`src/rtl/uart_core_cfg.sv`:
```
// Configurable full-duplex UART: parametrised data width, parity, stop bits and bit period,
// with mid-bit RX sampling, false-start rejection, parity/framing errors and internal loopback.
module uart_core_cfg #(
    parameter int DATA_BITS    = 8,
    parameter int PARITY       = 0,
    parameter int STOP_BITS    = 1,
    parameter int CLKS_PER_BIT = 16
) (
    input  logic                 clk,
    input  logic                 rst,
    input  logic                 loopback,
    input  logic                 newd,
    input  logic [DATA_BITS-1:0] dintx,
    output logic                 tx,
    output logic                 txbusy,
    output logic                 donetx,
    input  logic                 rx,
    output logic [DATA_BITS-1:0] doutrx,
    output logic                 donerx,
    output logic                 perr,
    output logic                 ferr
);

    localparam int STOP_CLKS = STOP_BITS * CLKS_PER_BIT;
    localparam int CW        = $clog2(STOP_CLKS + 1);
    localparam int BW        = $clog2(DATA_BITS + 1);
    localparam logic [CW-1:0] BIT_LAST  = CW'(CLKS_PER_BIT - 1);
    localparam logic [CW-1:0] STOP_LAST = CW'(STOP_CLKS - 1);
    localparam logic [CW-1:0] HALF_LAST = CW'(CLKS_PER_BIT / 2 - 1);
    localparam logic [BW-1:0] DATA_LAST = BW'(DATA_BITS - 1);
    localparam bit HAS_PARITY = (PARITY != 0);
    localparam bit ODD        = (PARITY == 2);

    typedef enum logic [2:0] {
        S_IDLE, S_START, S_DATA, S_PAR, S_STOP, S_BRK
    } state_t;

    state_t                 tx_state, tx_state_nx;
    logic [CW-1:0]          tx_cnt;
    logic [BW-1:0]          tx_idx;
    logic [DATA_BITS-1:0]   tx_shreg;
    logic                   tx_par;
    logic                   tx_bit_end;

    // TX outputs are decoded from registered state so reset forces the line high at once
    always_comb begin
        tx_state_nx = tx_state;
        tx          = 1'b1;
        txbusy      = 1'b1;
        donetx      = 1'b0;
        tx_bit_end  = (tx_cnt == BIT_LAST);
        case (tx_state)
            S_IDLE: begin
                txbusy = 1'b0;
                if (newd) tx_state_nx = S_START;
            end
            S_START: begin
                tx = 1'b0;
                if (tx_bit_end) tx_state_nx = S_DATA;
            end
            S_DATA: begin
                tx = tx_shreg[0];
                if (tx_bit_end && tx_idx == DATA_LAST)
                    tx_state_nx = HAS_PARITY ? S_PAR : S_STOP;
            end
            S_PAR: begin
                tx = tx_par;
                if (tx_bit_end) tx_state_nx = S_STOP;
            end
            S_STOP: begin
                tx_bit_end = (tx_cnt == STOP_LAST);
                if (tx_bit_end) begin
                    donetx      = 1'b1;
                    tx_state_nx = S_IDLE;
                end
            end
            default: tx_state_nx = S_IDLE;
        endcase
    end

    always_ff @(posedge clk or negedge rst) begin
        if (!rst) begin
            tx_state <= S_IDLE;
            tx_cnt   <= '0;
            tx_idx   <= '0;
            tx_shreg <= '0;
            tx_par   <= 1'b0;
        end else begin
            tx_state <= tx_state_nx;
            if (tx_state == S_IDLE) begin
                tx_cnt <= '0;
                tx_idx <= '0;
                if (newd) begin
                    tx_shreg <= dintx;
                    tx_par   <= (^dintx) ^ ODD;
                end
            end else if (tx_bit_end) begin
                tx_cnt <= '0;
                if (tx_state == S_DATA) begin
                    tx_shreg <= tx_shreg >> 1;
                    tx_idx   <= tx_idx + BW'(1);
                end
            end else begin
                tx_cnt <= tx_cnt + CW'(1);
            end
        end
    end

    logic [1:0]             rx_sync;
    logic                   rx_line;
    state_t                 rx_state, rx_state_nx;
    logic [CW-1:0]          rx_cnt;
    logic [BW-1:0]          rx_idx;
    logic [DATA_BITS-1:0]   rx_shreg;
    logic                   rx_par;
    logic                   rx_sample;

    always_ff @(posedge clk or negedge rst) begin
        if (!rst) rx_sync <= 2'b11;
        else      rx_sync <= {rx_sync[0], rx};
    end

    // Loopback taps the TX line directly, so it skips the synchroniser delay
    assign rx_line = loopback ? tx : rx_sync[1];

    always_comb begin
        rx_state_nx = rx_state;
        rx_sample   = 1'b0;
        case (rx_state)
            S_IDLE: if (!rx_line) rx_state_nx = S_START;
            S_START: begin
                if (rx_cnt == HALF_LAST) begin
                    rx_sample   = 1'b1;
                    rx_state_nx = rx_line ? S_IDLE : S_DATA;
                end
            end
            S_DATA: begin
                if (rx_cnt == BIT_LAST) begin
                    rx_sample = 1'b1;
                    if (rx_idx == DATA_LAST)
                        rx_state_nx = HAS_PARITY ? S_PAR : S_STOP;
                end
            end
            S_PAR: begin
                if (rx_cnt == BIT_LAST) begin
                    rx_sample   = 1'b1;
                    rx_state_nx = S_STOP;
                end
            end
            S_STOP: begin
                if (rx_cnt == BIT_LAST) begin
                    rx_sample   = 1'b1;
                    rx_state_nx = rx_line ? S_IDLE : S_BRK;
                end
            end
            S_BRK: if (rx_line) rx_state_nx = S_IDLE;
            default: rx_state_nx = S_IDLE;
        endcase
    end

    always_ff @(posedge clk or negedge rst) begin
        if (!rst) begin
            rx_state <= S_IDLE;
            rx_cnt   <= '0;
            rx_idx   <= '0;
            rx_shreg <= '0;
            rx_par   <= 1'b0;
            doutrx   <= '0;
            donerx   <= 1'b0;
            perr     <= 1'b0;
            ferr     <= 1'b0;
        end else begin
            rx_state <= rx_state_nx;
            donerx   <= 1'b0;
            if (rx_state == S_IDLE || rx_state == S_BRK) begin
                rx_cnt <= '0;
                rx_idx <= '0;
            end else if (rx_sample) begin
                rx_cnt <= '0;
                case (rx_state)
                    S_DATA: begin
                        rx_shreg <= {rx_line, rx_shreg[DATA_BITS-1:1]};
                        rx_idx   <= rx_idx + BW'(1);
                    end
                    S_PAR: rx_par <= rx_line;
                    S_STOP: begin
                        donerx <= 1'b1;
                        doutrx <= rx_shreg;
                        perr   <= HAS_PARITY && ((^rx_shreg ^ rx_par) != ODD);
                        ferr   <= ~rx_line;
                    end
                    default: ;
                endcase
            end else begin
                rx_cnt <= rx_cnt + CW'(1);
            end
        end
    end

endmodule

```
`config.mk`:
```
export PLATFORM = sky130hd
export DESIGN_NAME = uart_core_cfg
export DESIGN_NICKNAME = d
export VERILOG_FILES = /design/src/rtl/uart_core_cfg.sv
export SDC_FILE = /design/constraint.sdc
export NUM_CORES = 1
export LEC_CHECK = 0
export ABC_AREA = 1
export CAP_MARGIN = 20
export CORE_ASPECT_RATIO = 0.5
export CORE_UTILIZATION = 27
export CTS_CLUSTER_DIAMETER = 120
export DETAILED_ROUTE_END_ITERATION = 10
export MAX_ROUTING_LAYER = met4
export PLACE_DENSITY = 0.55
export SYNTH_ARGS = -nofsm -noshare
export SYNTH_HDL_FRONTEND = slang
export SYNTH_SLANG_ARGS = --single-unit
```
`constraint.sdc`:
```
create_clock -name clk -period 1.46 [get_ports clk]
set_input_delay 0.292 -clock clk [delete_from_list [all_inputs] [get_ports clk]]
set_output_delay 0.292 -clock clk [all_outputs]
set_load 0.01 [all_outputs]
```
### Word level (Yosys, flattened, before mapping)

Index checks and enable logic that the tools add are counted.

* ROM bits: 0
* bits in writable memories: 0
* memories kept: 0
* register bits: 53
* bits in latches: 0
* output and inout bits: 14

* equal/unequal tests: 26
* multipliers: 0
* multiplexer cells: 41
* order comparisons: 0
* add/sub/neg operators: 4
* reduce and logical (&&, ||, !) cells: 18
* shift-type cells: 0
* bitwise logic cells: 2
* divide/modulo/power cells: 0

Operators with widths (number)
* 2-to-1 mux 3 bit: 13
* 2-to-1 mux 8 bit: 4
* 2-to-1 mux 4 bit: 6
* != test 2 bit (second input constant): 12
* 2-to-1 mux 5 bit: 4
* one-hot mux 3 bit (6 select lines): 1
* one-hot mux 3 bit (5 select lines): 1
* == test 3 x 2 -> 1 bit (second input constant): 4
* adder 5 x 1 -> 5 bit (second input constant): 2
* == test 5 x 4 -> 1 bit (second input constant): 2
* == test 3 bit (second input constant): 3
* 2-to-1 mux 1 bit: 9
* AND reduction 3 bit: 3
* adder 4 x 1 -> 4 bit (second input constant): 2
* == test 4 x 3 -> 1 bit (second input constant): 2
* nonzero test 2 bit: 4
* parity 8 bit: 1
* AND reduction 7 bit: 1
* == test 3 x 1 -> 1 bit (second input constant): 2
* logical NOT 3 bit: 2
* AND reduction 2 bit: 3
* == test 5 x 3 -> 1 bit (second input constant): 1
* AND reduction 5 bit: 1
* one-hot mux 1 bit (3 select lines): 1
* 6 further kinds: 7

### Logic depth before layout (Yosys ltp)

* word-level depth: 6
* depth in mapped cells: 11
* depth with buffers taken out: 11

### Worst setup path before layout

Ideal clock, no wire load.

* path kind: reg-to-reg
* start: register rx_cnt[0]
* end: register doutrx[1]
* data arrival time: 1.451 ns
* setup slack: -0.122 ns
* path buffers: 1
* required time: 1.329 ns
* stages on the path, launching flop included: 8
* library setup time: 0.131 ns
* cell sequence: dfrtp_1 ha_1 nand2_1 nor2_1 ha_1 nand4_1 clkbuf_1 o21ai_0

* cells in the longest elaborated chain, start to end: 4

Ends and longest elaborated chain
* start: declaration: line 112 `logic [CW-1:0] rx_cnt;`
* start signal: assignment: line 195 `rx_cnt <= rx_cnt + CW'(1);`
* == test 5 x 4 -> 1 bit / == test 5 x 3 -> 1 bit (equally long branches)
* 2-to-1 mux 1 bit, on equally long branches
* one-hot mux 1 bit (2 select lines) *: line 129 `case (rx_state)`
* AND reduction 3 bit (no line) *
* end signal: assignment: line 188 `doutrx <= rx_shreg;`
* end: declaration: line 18 `output logic [DATA_BITS-1:0] doutrx,`

Mark *: on every way between the ends. The rest lies on a longest branch, timed or not.
A chain may end at the register's enable or synchronous reset.

### Worst setup path in the final report

* start: register tx_cnt[0]
* end: output port donetx

* cells in the longest elaborated chain, start to end: 3

Ends and longest elaborated chain
* start: declaration: line 39 `logic [CW-1:0] tx_cnt;`
* start signal: assignment: line 104 `tx_cnt <= tx_cnt + CW'(1);`
* == test 5 x 4 -> 1 bit: line 71 `tx_bit_end = (tx_cnt == STOP_LAST);`
* 2-to-1 mux 1 bit: line 72 `if (tx_bit_end) begin`
* 2-to-1 mux 1 bit: line 52 `case (tx_state)`
* end: declaration: line 16 `output logic donetx,`

Every way passes these cells.

==> results_tabular.tex <==
\begin{tabular}{lr}
\hline
Metric & Value \\
\hline
\multicolumn{2}{l}{\textbf{Logic synthesis}} \\
Post-synthesis average cell area & 8.70 um\^{}2 \\
Mapped Nets & 313 \\
Synth Area in Adders & 0.0244 \\
Synthesized area & 0.00257 mm\^{}2 \\
Library cells used by synthesis & 34 \\
Synth Area in XOR/XNOR & 0.0375 \\
Proportion of synthesized area in mux cells & 0 \\
Number of warning messages in the yosys log & 0 \\
Share of the synthesized area in compound gates (AO/OA/AOI/OAI) & 0.104 \\
Synth Instances & 295 \\
Flop and latch count out of synthesis & 53 \\
Combinational family with the most area after synthesis & simple AND/OR/NAND/NOR gates \\
Sequential cell area fraction in the yosys report & 0.518 \\
Synthesized-area fraction occupied by and/or/nand/nor cells & 0.249 \\
\multicolumn{2}{l}{\textbf{Die}} \\
Width of the die & 140 um \\
Vertical die dimension & 70.9 um \\
Num rows & 24 \\
Core footprint & 0.00895 mm\^{}2 \\
Overall die area & 0.00992 mm\^{}2 \\
Initial standard-cell utilization of the core & 0.287 \\
I/O pin cnt & 27 \\
\multicolumn{2}{l}{\textbf{Clock network}} \\
Clk pin slew, worst setup/hold paths & 70 ps \\
Root Driver & sky130\_fd\_sc\_hd\_\_clkbuf\_16 \\
Clock latency of the later-clocked register in the worst-skew pair & 300 ps \\
CTS tree & yes \\
H-tree depth reported by CTS & 2 \\
Clk sinks & 53 \\
Num CTS Buffers & 5 \\
Max clock buf depth & 2 \\
\multicolumn{2}{l}{\textbf{Finish}} \\
Antenna cell count & 0 \\
Final Non-Filler Cells & 507 \\
Fraction of layout instances using a drive strength above 1 & 0.426 \\
Nets@finish & 407 \\
Finished Cell Area & 0.00400 mm\^{}2 \\
Post-synthesis to final-layout area growth & 55.9\% \\
\multicolumn{2}{l}{\textbf{STA}} \\
Post-route worst hold slack & 357 ps \\
Setup\_tns & -2800 ps \\
Clock Skew & 5.78 ps \\
Unrepaired setup endpoints after global routing & yes \\
Number of failing hold endpoints at the final stage & 0 \\
Final count of pins violating max slew & 0 \\
Final WS setup & -200 ps \\
Period Utilization, post-route & 1.14 \\
Post-layout min period & 1660 ps \\
Maximum clock rate & 603 MHz \\
Final Setup Violations & 39 \\
\multicolumn{2}{l}{\textbf{GRT}} \\
Number of antenna violations at the first check in global routing & 0 \\
Via count of the first global-routing pass & 2,164 \\
Pin count of the biggest net entering global routing & 19 \\
Overflow left after global routing & 0 \\
First-pass GRT wire length & 9690 um \\
Total global routing track utilization & 0.128 \\
\multicolumn{2}{l}{\textbf{Placement}} \\
Cell Area, Placed & 0.00332 mm\^{}2 \\
Detailed Place HPWL & 3880 um \\
Count of input and output buffers & 25 \\
Placed Instances & 477 \\
Gp weighted congestion & 0.816 \\
\multicolumn{2}{l}{\textbf{Power and ir drop}} \\
Worst IR drop on VDD & 0.000651 V \\
Overall power after layout & 6.19 mW \\
Power per unit of standard cell area & 1550 mW/mm\^{}2 \\
Fraction of power consumed by the clock network & 0.197 \\
Leakage power of the design & 1.89 nW \\
Combinational group share of total power & 0.496 \\
Fraction of power consumed by sequential logic & 0.307 \\
Internal power of the cells & 3.88 mW \\
Fraction of power spent switching nets & 0.374 \\
Psw & 2.32 mW \\
\multicolumn{2}{l}{\textbf{Drt}} \\
Number of DRC violations after detailed-routing iteration 0 & 92 \\
First-pass detailed-route iteration total & 4 \\
Drc violations & 0 \\
Total routed wirelength & 5850 um \\
Mean routed wirelength per cell & 11.5 um \\
Antenna Violating Nets Remaining & 0 \\
Via-to-Cell Ratio & 4.38 \\
Total via count in the routed design & 2,220 \\
\multicolumn{2}{l}{\textbf{Critical path}} \\
Nature of the critical path startpoint & flip-flop \\
Worst path required time & 1170 ps \\
Critical path type & flip-flop to output pin \\
Crit path DAT & 1370 ps \\
Endpoint class of the critical path & output pin \\
Depth of the worst register-to-register path & 10 \\
Crit-path max FO & 2 \\
\multicolumn{2}{l}{\textbf{Flow run}} \\
Reported max-cap violation count & 0 \\
\multicolumn{2}{l}{\textbf{Run status}} \\
Violations in the final reports & setup timing \\
Result of the run & complete, but fails checks \\
\multicolumn{2}{l}{\textbf{Min path}} \\
Worst hold path depth & 0 \\
Type of the worst min-delay path & flip-flop to flip-flop \\
\hline
\end{tabular}
[flip-flops by register name, indices dropped and copies added (netlist names)]
register and flops:
rx_idx 4, rx_shreg 8, tx_shreg 8, tx_idx 4
rx_sync 2, doutrx 8, rx_state 3, donerx 1
ferr 1, tx_par 1, tx_cnt 5, tx_state 3
rx_cnt 5
[final timing paths]
check | start | to | slack (ps)
hold / removal | rx_sync[0] | rx_sync[1] | 360
max in group asynchronous | rst | donerx | 470
setup reg to reg | tx_cnt[0] | tx_state[1] | -140
hold reg to reg | rx_sync[0] | rx_sync[1] | 360
min in group asynchronous | rst | tx_cnt[0] | 420
setup / recovery | tx_cnt[0] | donetx | -200
[cell usage in the layout (no fill, tap or decap), types with 11 or more instances in the layout]
master	Yosys	routed
sky130_fd_sc_hd__buf_4	1	42
sky130_fd_sc_hd__nand3_1	19	12
sky130_fd_sc_hd__inv_1	34	26
sky130_fd_sc_hd__nand2_2	2	22
sky130_fd_sc_hd__nor2_1	23	15
sky130_fd_sc_hd__o21ai_1	5	17
sky130_fd_sc_hd__clkdlybuf4s50_1	0	11
sky130_fd_sc_hd__nand2_1	70	49
sky130_fd_sc_hd__dfrtp_1	51	49
sky130_fd_sc_hd__buf_6	1	19
sky130_fd_sc_hd__o21ai_2	0	14
[Yosys cell counts (all sizes together)]
cell / n / area, um^2
xor2: 4 / 35.0
conb: 1 / 3.75
o31ai: 1 / 12.5
o21a: 1 / 7.51
o21ai: 34 / 170
clkbuf: 2 / 7.51
nand3b: 1 / 7.51
a31oi: 2 / 12.5
o211ai: 6 / 45.0
dfrtp: 51 / 1280
a21oi: 4 / 20.0
or2: 6 / 37.5
xnor2: 7 / 61.3
nand2: 75 / 309
inv: 35 / 131
nand3: 20 / 105
nand4: 3 / 18.8
dfstp: 2 / 52.6
buf: 4 / 28.8
ha: 5 / 62.6
nor3: 3 / 20.0
nor2: 28 / 141
[layout make-up]
type | instances | area [um^2]
Timing Repair Buffer | 92 | 888
Inverter | 35 | 141
Sequential cell | 53 | 1330
Fill cell | 864 | 4950
Clock inverter | 3 | 26.3
Multi-Input combinational cell | 202 | 1340
Clock buffer | 5 | 125
Tap cell | 117 | 146
[power by group through the flow]
stage               Combinational, mW  Clock (mW)  Sequential [mW]
CTS                              2.64        1.26             1.88
global route                     3.35        1.32             1.94
finish                           3.07        1.22             1.90
floorplan                        1.23           0             1.88
global placement                 2.14           0             1.89
detailed placement               2.15           0             1.89
[kinds of logic (layout without fill, tap and decap cells)]
group	after synthesis	in the layout
compound gates	48	48
xor+xnor	11	11
fa+ha+maj	5	5
buf+inv	41	135
flops	53	53
other cells	1	1
simple gates	136	137
[metrics by stage]
step / worst slack, ps / utilization
after detailed placement: -274 / 0.371
final: -200 / 0.447
after CTS: -158 / 0.421
after global placement: -247 / 0.371
after global routing: -275 / 0.447
after floorplan: -78.3 / -
[timing repair]
| item | CTS | global route |
|---|---|---|
| endpoints found under the hold margin | 12 | 0 |
| cloned | 2 | 0 |
| hold buffers | 1 | 0 |
| resized for setup | 87 | 65 |
| setup endpoints to repair | 51 | 51 |
| pin swaps | 13 | 17 |
| buffers inserted | 14 | 6 |
[critical path: stages (launching register included)]
cell and delay [ps]:
sky130_fd_sc_hd__dfrtp_1 360, sky130_fd_sc_hd__ha_2 200, sky130_fd_sc_hd__nand2_2 60, sky130_fd_sc_hd__nor2_2 130, sky130_fd_sc_hd__nand2_2 90, sky130_fd_sc_hd__nor2_2 100, sky130_fd_sc_hd__buf_2 140
[per-layer routing]
metal,track usage,vias up,share of wire
li1,-,1145,-
met1,0.155,1047,0.47
met2,0.208,20,0.49
met3,0.0352,8,0.031
met4,0.0427,0,0.015
met5,-,-,0
Power figures use the tool's default switching activity.
